===== src/rtl/crc_serial_engine.sv =====
// Bit-serial CRC engine: absorbs a serial message, then either emits the
// CRC LSB-first (generate) or flags the residue (check).
module crc_serial_engine #(
    parameter int               WIDTH = 8,
    parameter logic [WIDTH-1:0] TAPS  = 8'h44,
    parameter logic [WIDTH-1:0] SEED  = 8'hD8
) (
    input  logic             clk,
    input  logic             rst,
    input  logic             data_in,
    input  logic             active,
    input  logic             check_mode,
    input  logic             abort,
    output logic             crc_out,
    output logic             valid,
    output logic [WIDTH-1:0] crc_par,
    output logic             crc_par_valid,
    output logic             busy,
    output logic             check_ok,
    output logic             check_err
);

    localparam int CW = $clog2(WIDTH + 1);
    localparam logic [CW-1:0] LAST = CW'(WIDTH);
    // The MSB tap bit has no effect: the MSB always takes the feedback bit.
    localparam logic [WIDTH-1:0] TMASK = {1'b0, TAPS[WIDTH-2:0]};

    typedef enum logic [1:0] {
        IDLE = 2'd0,
        CALC = 2'd1,
        EMIT = 2'd2
    } state_t;

    state_t           state;
    logic [WIDTH-1:0] lfsr;
    logic [CW-1:0]    cnt;
    logic             mode_q;

    // One absorb step of the right-shifting Galois LFSR.
    function automatic logic [WIDTH-1:0] step(
        input logic [WIDTH-1:0] s,
        input logic             d
    );
        logic fb;
        fb = d ^ s[0];
        return {fb, s[WIDTH-1:1]} ^ ({WIDTH{fb}} & TMASK);
    endfunction

    assign busy = (state != IDLE);

    // Control FSM with LFSR, counter and all registered outputs.
    always_ff @(posedge clk or negedge rst) begin
        if (!rst) begin
            state         <= IDLE;
            lfsr          <= SEED;
            cnt           <= '0;
            mode_q        <= 1'b0;
            crc_out       <= 1'b0;
            valid         <= 1'b0;
            crc_par       <= '0;
            crc_par_valid <= 1'b0;
            check_ok      <= 1'b0;
            check_err     <= 1'b0;
        end else begin
            crc_out       <= 1'b0;
            valid         <= 1'b0;
            crc_par_valid <= 1'b0;
            check_ok      <= 1'b0;
            check_err     <= 1'b0;
            if (abort) begin
                state <= IDLE;
                lfsr  <= SEED;
                cnt   <= '0;
            end else begin
                case (state)
                    IDLE: begin
                        if (active) begin
                            lfsr   <= step(SEED, data_in);
                            mode_q <= check_mode;
                            cnt    <= '0;
                            state  <= CALC;
                        end
                    end
                    CALC: begin
                        if (active) begin
                            lfsr <= step(lfsr, data_in);
                        end else if (!mode_q) begin
                            crc_par       <= lfsr;
                            crc_par_valid <= 1'b1;
                            crc_out       <= lfsr[0];
                            valid         <= 1'b1;
                            lfsr          <= lfsr >> 1;
                            cnt           <= CW'(1);
                            state         <= EMIT;
                        end else begin
                            crc_par       <= lfsr;
                            crc_par_valid <= 1'b1;
                            check_ok      <= (lfsr == '0);
                            check_err     <= (lfsr != '0);
                            lfsr          <= SEED;
                            state         <= IDLE;
                        end
                    end
                    EMIT: begin
                        if (active) begin
                            lfsr   <= step(SEED, data_in);
                            mode_q <= check_mode;
                            cnt    <= '0;
                            state  <= CALC;
                        end else if (cnt == LAST) begin
                            lfsr  <= SEED;
                            cnt   <= '0;
                            state <= IDLE;
                        end else begin
                            crc_out <= lfsr[0];
                            valid   <= 1'b1;
                            lfsr    <= lfsr >> 1;
                            cnt     <= cnt + CW'(1);
                        end
                    end
                    default: begin
                        state <= IDLE;
                        lfsr  <= SEED;
                        cnt   <= '0;
                    end
                endcase
            end
        end
    end

endmodule


===== config.mk =====
export PLATFORM = sky130hd
export DESIGN_NAME = crc_serial_engine
export DESIGN_NICKNAME = d
export VERILOG_FILES = /design/src/rtl/crc_serial_engine.sv
export SDC_FILE = /design/constraint.sdc
export NUM_CORES = 1
export LEC_CHECK = 0
export ABC_AREA = 1
export CORE_MARGIN = 1
export CORE_UTILIZATION = 45
export CTS_CLUSTER_SIZE = 14
export DETAILED_ROUTE_END_ITERATION = 10
export GPL_TIMING_DRIVEN = 0
export MAX_ROUTING_LAYER = met4
export PLACE_DENSITY = 0.67
export RECOVER_POWER = 25
export SLEW_MARGIN = 30
export SYNTH_ARGS = -nofsm -noshare
export SYNTH_HDL_FRONTEND = slang
export SYNTH_SLANG_ARGS = --single-unit
export TNS_END_PERCENT = 10

===== constraint.sdc =====
create_clock -name clk -period 3.84 [get_ports clk]
set_input_delay 0.384 -clock clk [delete_from_list [all_inputs] [get_ports clk]]
set_output_delay 0.384 -clock clk [all_outputs]
set_load 0.005 [all_outputs]

After elaboration in Yosys (flattened, before gate mapping)
Cells that the tools add are included.
Operators by class
  add/subtract/negate cells: 1
  eq/ne operators: 7
  mux-type cells: 44
  bitwise logic cells: 5
  reductions and logical operators: 9
Operators by type and width (number)
  8-bit two-way mux: 6
  4-bit two-way mux: 6
  8-bit case mux with 3 select lines: 1
  1-bit two-way mux: 21
  8-bit by 7-bit bitwise XOR with 8-bit output: 2
  2-bit two-way mux: 6
  4-bit case mux with 3 select lines: 1
  3-bit AND reduction: 4
  3-bit inequality test, second input constant: 3
  8-bit logical NOT: 1
  8-bit nonzero test: 1
  2-bit case mux with 3 select lines: 1
  4-bit by 1-bit adder with 4-bit output, second input constant: 1
  4-bit equality test, second input constant: 1
  4-bit inequality test, second input constant: 1
  1-bit case mux with 2 select lines: 2
  2-bit by 1-bit equality test with 1-bit output, second input constant: 1
  2-bit equality test, second input constant: 1
  2-bit logical NOT: 1
  1-bit inverter: 2
  2-bit nonzero test: 1
  2-bit OR reduction: 1
  1-bit bitwise XOR: 1
Word-level totals
  bits in registers: 28
  output and inout bits: 14
  logic and storage cells: 76

Longest topological paths before layout
Gate-level depths: netlist (run 1).
  word-level depth: 5
  mapped depth: 11
  mapped depth without buffers: 11

Worst setup path after synthesis (run 1)
Ideal clock, no wire load.
  path kind: reg2reg
  from: register state[0]
  to: register state[0]
  library setup time: 0.126 ns
  data arrival time: 1.239 ns
  setup slack: 2.475 ns
  stages on the path, launching flop included: 8
  cells stage by stage: dfrtp_1 -> inv_1 -> ha_1 -> inv_1 -> nor2_1 -> nand2_1 -> o21ai_2 -> o21ai_0
On the way
  word-level cells in the longest chain between the ends: 3
  elaborated cells between the ends (all ways): 9
  classes of those cells: 5 x eq/ne; 2 x mux; 2 x reduce/logical
Ends and longest elaborated chain
  start: declaration: RTL line 34  | state_t state;
  start signal: assignment: RTL line 54  | state <= IDLE;
  start signal: assignment: RTL line 71  | state <= IDLE;
  start signal: assignment: RTL line 81  | state <= CALC;
  2-bit equality test (tied with other cells): RTL line 75  | case (state)
  4-bit inequality test (no line) (tied with other cells)
  3-bit AND reduction (no line) / 2-bit two-way mux (equally long branches)
Several ways; a longest one is shown, not always the timed one.
A chain may end at the register's enable or synchronous reset.

Worst setup path after layout (run 1)
  from: register state[0]
  to: output busy
On the way
  word-level cells in the longest chain between the ends: 1
Ends and longest elaborated chain
  2-bit nonzero test: RTL line 49  | assign busy = (state != IDLE);
  end: declaration: RTL line 18  | output logic busy,
Every way passes these cells.

==> Flow_metrics.wiki, run 1 <==
{| class="wikitable"
! Metric !! Value
|-
| Status || complete, no violations
|-
| Top cells by area in the synthesized netlist || dfrtp_1 38%, nand2_1 12%, dfstp_2 6.7%, inv_1 6.0%, nand3_1 5.8%
|-
| Accumulated negative setup slack || 0 ps
|-
| Via density || 5.116
|-
| Vias in the first global route || 1191
|-
| Hold Crit Depth || 4
|-
| Synth cell types || 21
|-
| Reg clk slew, reported paths || 160 ps
|-
| Setup repair after global routing missed its margin || false
|-
| Worst hold margin || 341.6 ps
|-
| Max-cap violation count || 0
|-
| Per-cell routed wire length || 12.44 um
|-
| Kind of cell adding the most delay to the critical path || buffers and inverters
|-
| Most frequent cell after synthesis || nand2_1
|-
| Sequential share of the synthesized area || 45.05%
|-
| Num rows || 21
|-
| Sequence of cells on the critical path || inv_1, ha_1, inv_1, clkdlybuf4s50_1
|-
| Width of the die || 61 um
|-
| Yosys reg bits || 28
|-
| Grt total ovfl || 0
|-
| Starting utilization of the core area || 46.94%
|-
| Hold Fails Final Rpt || 0
|-
| Clock tree sinks || 28
|-
| Wire length of the first global-routing pass || 5464 um
|-
| Setup WS post-layout || 1637 ps
|-
| Min cycle time layout || 2203 ps
|-
| Inserted Diodes || 0
|-
| Buffer depth of the longest clock path || 2
|-
| Design Power || 1.107 mW
|-
| Synth Net Count || 211
|-
| Largest stage delay, worst path || 520 ps
|-
| Min-delay worst type || in2reg
|-
| Endpoint arrival time on the critical path || 1820 ps
|-
| Reg2reg end || state[1]
|-
| Most area-hungry cell type in the Yosys netlist || dfrtp_1
|-
| Most Frequent Cell on Critical Path || inv_1
|-
| Post-CTS Hold Fix Bufs || 0
|-
| Routability-driven placement congestion ratio || 0.9412
|-
| Actual slew at the worst max-slew pin || 1467 ps
|-
| Max Clock Freq || 454.0 MHz
|-
| Power density relative to cell area || 598.3 mW/mm2
|-
| Switching share of total power || 38.35%
|-
| Slowest-stage cell, CP || clkdlybuf4s50_1
|-
| Worst IR drop on VDD || 0.0002245 V
|-
| Number of levels the H-tree was split into || 1
|-
| DRC violation total after the first TritonRoute iteration || 66
|-
| Setup slack, reg-to-reg || 2170 ps
|-
| Count of endpoints failing setup in the final report || 0
|-
| Design internal power || 0.6826 mW
|-
| Post-synthesis cell count || 199
|-
| Net Sw Power || 0.4246 mW
|-
| Average size of a mapped cell || 7.872 um2
|-
| Share of Yosys cell area claimed by the top area cell type || 38.34%
|-
| Remaining DRCs || 0
|-
| Launching element type of the critical path || flop
|-
| Portion of total power attributed to sequential cells || 40.3%
|-
| Worst R2R Path Depth || 8
|-
| Count of synthesis-stage warnings from yosys || 0
|-
| Share of total power in combinational logic || 41.8%
|-
| Estimated wirelength of the detail-placed design || 2499 um
|-
| Post-CTS Repair Setup Buffers || 0
|-
| Post-CTS Resized || 0
|-
| Area of the die || 0.003721 mm2
|-
| Count of boundary I/O pins || 20
|-
| Kind of end point of the critical path || primary output
|-
| Fraction of registers with async set/reset || 100.0%
|-
| GRT Resource Usage Total || 20.30%
|-
| Clock Power Share || 17.9%
|-
| Number of antenna violations at the first check in global routing || 0
|-
| Leakage || 0.8998 nW
|-
| Routed wire length || 3322 um
|-
| WP buf/inv || 3
|-
| Worst setup startpoint || state[0]
|-
| Crit path capture || busy
|-
| Skew-Pair Late Insertion Delay || 340 ps
|-
| Pre-CTS setup slack || 1996 ps
|-
| Core footprint || 0.003337 mm2
|-
| Required arrival time at the worst endpoint || 3460 ps
|-
| Classification of the worst setup path || reg2out
|-
| Synthesized area || 0.001567 mm2
|-
| Clk Tree Root Cell || clkbuf_4
|-
| Maximum number of pins on one net before global-route repair || 29
|-
| Vias after detailed routing || 1366
|-
| 1st-pass router iterations || 4
|-
| EDFF count, synth || 0
|-
| Antenna-violating nets left || 0
|-
| CTS buffer count || 3
|-
| Top post-synthesis cells by count || 52 x nand2_1, 25 x inv_1, 24 x dfrtp_1
|-
| Relative slew slack || 2.176%
|-
| # port buffers || 18
|-
| Post-route clock skew || 17.13 ps
|-
| Final clock period utilization by the worst path || 57.36%
|-
| CP max FO || 5
|-
| Die Ht || 61 um
|-
| Layout cells sized above 1 || 13.12%
|-
| Origin of the critical flop-to-flop path || state[0]
|-
| Max-slew violation count || 0
|-
| Final nets || 234
|-
| Main flop type after synthesis || dfrtp_1
|-
| CTS tree || done
|-
| Area Overhead vs Synth || 18.13%
|-
| CP Depth || 4
|}
final cells by class:
cell class,count,area [um2]
multi-input combinational,139,724.4
tap,46,57.56
buffer,3,27.53
clock buffer,3,22.52
fill,325,1486
clock inverter,1,30.03
timing repair buffer,18,173.9
inverter,29,108.9
sequential,28,705.7
sequential cells by signal, indices dropped and copies added, names as in the netlist:
| name | flops |
|---|---|
| lfsr | 8 |
| mode_q | 1 |
| crc_out | 1 |
| cnt | 4 |
| check_err | 1 |
| crc_par | 8 |
| crc_par_valid | 1 |
| check_ok | 1 |
| valid | 1 |
| state | 2 |
stage by stage:
stage          std cells  instance area [um2]  util, %
3_3_place_gp         263                 1804    54.07
4_1_cts              267                 1852    55.49
2_1_floorplan        199                 1567        -
6_report             267                 1851    55.46
3_5_place_dp         263                 1799    53.92
5_1_grt              267                 1851    55.46
how the worst min path moves through the flow:
stage | slack (ps) | end | startpoint
floorplan | 90 | check_err | rst
global placement | 470 | crc_par[1] | crc_par[1]
detailed placement | 440 | check_ok | rst
CTS | 60 | crc_out | rst
global route | 340 | crc_par_valid | active
finish | 340 | valid | active
per-layer routing:
metal,vias up,track usage (%),wire [um]
met1,652,28.78,1667
met5,-,-,0
met4,0,8.117,65
met3,9,1.919,111
met2,29,29.67,1477
li1,676,-,-
worst min-delay path, cell delays in order:
cell	delay [ps]
buf_6	120
nor2_4	60
nand2_1	60
a21oi_1	40
logic make-up after synthesis:
family	count (synthesis)	share of synthesized area, %
AOI/OAI and AO/OA	30	12.06
xor gates and xnor gates	1	0.5592
adders and majority gates	6	4.792
buffers and inverters	32	8.705
DFF	28	45.05
and+or+nand+nor	102	28.83
layout by cell type, fill, tap and decap left out, types with 2 or more instances in the layout:
master and n:
nand2_1 52, inv_1 25, dfrtp_1 24, nor2_1 23
nand3_1 18, clkdlybuf4s50_1 17, o21ai_0 11, o21ai_2 9
a21oi_1 7, ha_1 6, inv_2 4, dfstp_2 4
nor2_4 3, clkbuf_4 3, buf_6 2, nand4_1 2
nand2_4 2, a31oi_1 2
power groups by stage:
stage                     clock [mW]  combinational (mW)  sequential (mW)
after CTS                      0.200               0.462            0.445
after floorplan                    0               0.295            0.439
after global routing           0.213               0.519            0.457
after global placement             0               0.454            0.446
after detailed placement           0               0.459            0.451
final                          0.198               0.463            0.446
No activity file was read; power rests on OpenSTA's default activity.
==> inputs of run 2 (changes only) <==
PLACE_DENSITY = 0.7   (was 0.67)
clock period = 1.8 ns   (was 3.84 ns; I/O delays follow)
==> run 2 against run 1 <==
- combinational power up 130%
- critical path depth rose by 3
- sequential share of layout area is 0.88 points lower
- count of clock-buffer cells in the layout did not move
- hold slack worse by 190 ps
- critical endpoint is now lfsr[0]
- largest cell class unchanged
- highest routed layer unchanged
==> Flow_metrics.wiki, run 2 (synthesis gave the netlist of run 1 again) <==
{| class="wikitable"
! Metric !! Value
|-
| DRC violation total after the first TritonRoute iteration || 49 (-26%)
|-
| Final standard cell count with taps included and fillers excluded || 270 (+1.1%)
|-
| Skew-Pair Late Insertion Delay || 330 ps (about the same)
|-
| Post-layout util || 56.77% (+1.3 points)
|-
| Slowest-stage cell, CP || dfrtp_1
|-
| Number of antenna violations at the first check in global routing || 0 (unchanged)
|-
| Width of the die || 61 um (unchanged)
|-
| Worst IR drop on VDD || 0.0006019 V (+170%)
|-
| Count of boundary I/O pins || 20 (unchanged)
|-
| Max-cap violation count || 0 (unchanged)
|-
| Clock tree sinks || 28 (unchanged)
|-
| Min-delay worst type || in2reg
|-
| Buffer depth of the longest clock path || 2 (unchanged)
|-
| Estimated wirelength of the detail-placed design || 2430 um (-2.8%)
|-
| Area Overhead vs Synth || 20.93%
|-
| Final nets || 237 (+1.3%)
|-
| Grt total ovfl || 0 (unchanged)
|-
| Largest stage delay, worst path || 420 ps (-100 ps)
|-
| Vias in the first global route || 1230 (+3.3%)
|-
| Num rows || 21 (unchanged)
|-
| Inserted Diodes || 0 (unchanged)
|-
| Accumulated negative setup slack || 0 ps (unchanged)
|-
| # port buffers || 18 (unchanged)
|-
| Setup repair after global routing missed its margin || false
|-
| Pre-CTS setup slack || 144.2 ps (-1852 ps)
|-
| Maximum number of pins on one net before global-route repair || 29 (unchanged)
|-
| Kind of end point of the critical path || flop
|-
| Post-route clock skew || 1.754 ps (-15.37 ps)
|-
| Remaining DRCs || 0 (unchanged)
|-
| Layout cells sized above 1 || 16.52% (+3.4 points)
|-
| Launching element type of the critical path || flop
|-
| Count of endpoints failing setup in the final report || 0 (unchanged)
|-
| CP max FO || 5 (unchanged)
|-
| WP buf/inv || 2 (-1)
|-
| Required arrival time at the worst endpoint || 2070 ps (-1390 ps)
|-
| Registers with the most flip-flops || crc_par x8, lfsr x8, cnt x4
|-
| Clk Tree Root Cell || clkbuf_4
|-
| Area of the die || 0.003721 mm2 (unchanged)
|-
| Number of cells after detailed placement || 263 (unchanged)
|-
| Status || complete, no violations
|-
| Die Ht || 61 um (unchanged)
|-
| Setup WS post-layout || 133.6 ps (-1504 ps)
|-
| Number of levels the H-tree was split into || 1 (unchanged)
|-
| 1st-pass router iterations || 4 (unchanged)
|-
| Max Clock Freq || 600.1 MHz
|-
| Most common library cell in the layout ignoring fill and taps || nand2_1
|-
| Wire length of the first global-routing pass || 5526 um (+1.1%)
|-
| Leakage || 0.9286 nW (+3.2%)
|-
| Cell Area, Placed || 0.001799 mm2 (unchanged)
|-
| Classification of the worst setup path || reg2reg
|-
| Power density relative to cell area || 1282 mW/mm2 (+110%)
|-
| Routability-driven placement congestion ratio || 0.8969 (-4.7%)
|-
| Max-slew violation count || 0 (unchanged)
|-
| Endpoint arrival time on the critical path || 1930 ps (+110 ps)
|-
| Per-cell routed wire length || 12.54 um (+0.76%)
|-
| Starting utilization of the core area || 46.94% (unchanged)
|-
| Routed wire length || 3385 um (+1.9%)
|-
| Hold Fails Final Rpt || 0 (unchanged)
|-
| Final instance area || 0.001894 mm2 (+2.4%)
|-
| Reg clk slew, reported paths || 150 ps (about the same)
|-
| Via density || 5.048 (-1.3%)
|-
| Sequence of cells on the critical path || buf_4, ha_1, nor2_1, nand2_1, inv_1, nand3_1, o21ai_0
|-
| CTS buffer count || 3 (unchanged)
|-
| Kind of cell adding the most delay to the critical path || simple AND/OR/NAND/NOR gates
|-
| GRT Resource Usage Total || 21.20% (+0.91 points)
|-
| Antenna-violating nets left || 0 (unchanged)
|-
| Final clock period utilization by the worst path || 92.58%
|-
| Min cycle time layout || 1666 ps
|-
| Vias after detailed routing || 1363 (-0.22%)
|-
| Most frequent cells in the layout || 52 x nand2_1, 24 x dfrtp_1, 22 x inv_1, 22 x nor2_1, 18 x nand3_1
|-
| Relative slew slack || 55.80% (+54 points)
|-
| Actual slew at the worst max-slew pin || 663.0 ps (-804.3 ps)
|-
| Core footprint || 0.003337 mm2 (unchanged)
|-
| CTS tree || done
|}
## run 2: changes by cell type in the layout (fill, tap and decap cells not counted), sizes merged
cell and change:
buf +2, clkdlybuf4s50 -1, dlygate4sd3 +1, dlymetal6s2s +1
## run 2: metrics by stage
step	power (mW)	hold slack [ps]
after floorplan	1.566	-115.6
after global placement	1.929	468.3
after detailed placement	1.940	223.1
after CTS	2.431	136.4
after global routing	2.618	159.4
final	2.428	150.6
## run 2: where the power goes
group / total, mW / internal (mW) / switching (mW)
Clock: 0.418 / 0.225 / 0.193
Sequential: 0.942 / 0.817 / 0.125
Combinational: 1.07 / 0.464 / 0.603
Total: 2.43 / 1.51 / 0.921
## run 2: final timing paths
path                                 endpoint  startpoint  cells past startpoint  slack [ps]
max in group asynchronous              cnt[3]         rst                      2        1000
worst max-delay path                  lfsr[0]    state[0]                      7         130
worst max register to register        lfsr[0]    state[0]                      7         130
worst min-delay path            crc_par_valid      active                      4         150
min in group asynchronous          crc_par[0]         rst                      2         380
worst min register to register     crc_par[2]  crc_par[2]                      2         500
## run 2: cell type report
| class | instances | area (um2) |
|---|---|---|
| Timing Repair Buffer | 21 | 202.7 |
| Tap cell | 46 | 57.56 |
| Inverter | 29 | 108.9 |
| Clock inverter | 1 | 30.03 |
| Sequential cell | 28 | 705.7 |
| Clock buffer | 3 | 22.52 |
| Fill cell | 343 | 1443 |
| Multi-Input combinational cell | 139 | 739.5 |
| Buffer | 3 | 27.53 |
## run 2: worst register-to-register path: stages, from the launching register on
cell and delay [ps]:
dfrtp_1 420, buf_4 150, ha_1 180, nor2_1 350
nand2_1 160, inv_1 140, nand3_1 100, o21ai_0 80
## run 2: timing repair
action                     in CTS  in global routing
hold endpoints to repair       24                  0
hold buffers                    1                  0
buffers inserted                2                  0
gates cloned                    0                  0
setup endpoints to repair       1                  3
gates resized for setup         3                  4
## run 2: per-layer routing
layer	routed length, um	global-route usage [%]
met1	1716	28.63
met2	1538	32.65
met3	58	1.919
met4	70	8.766
met5	0	-
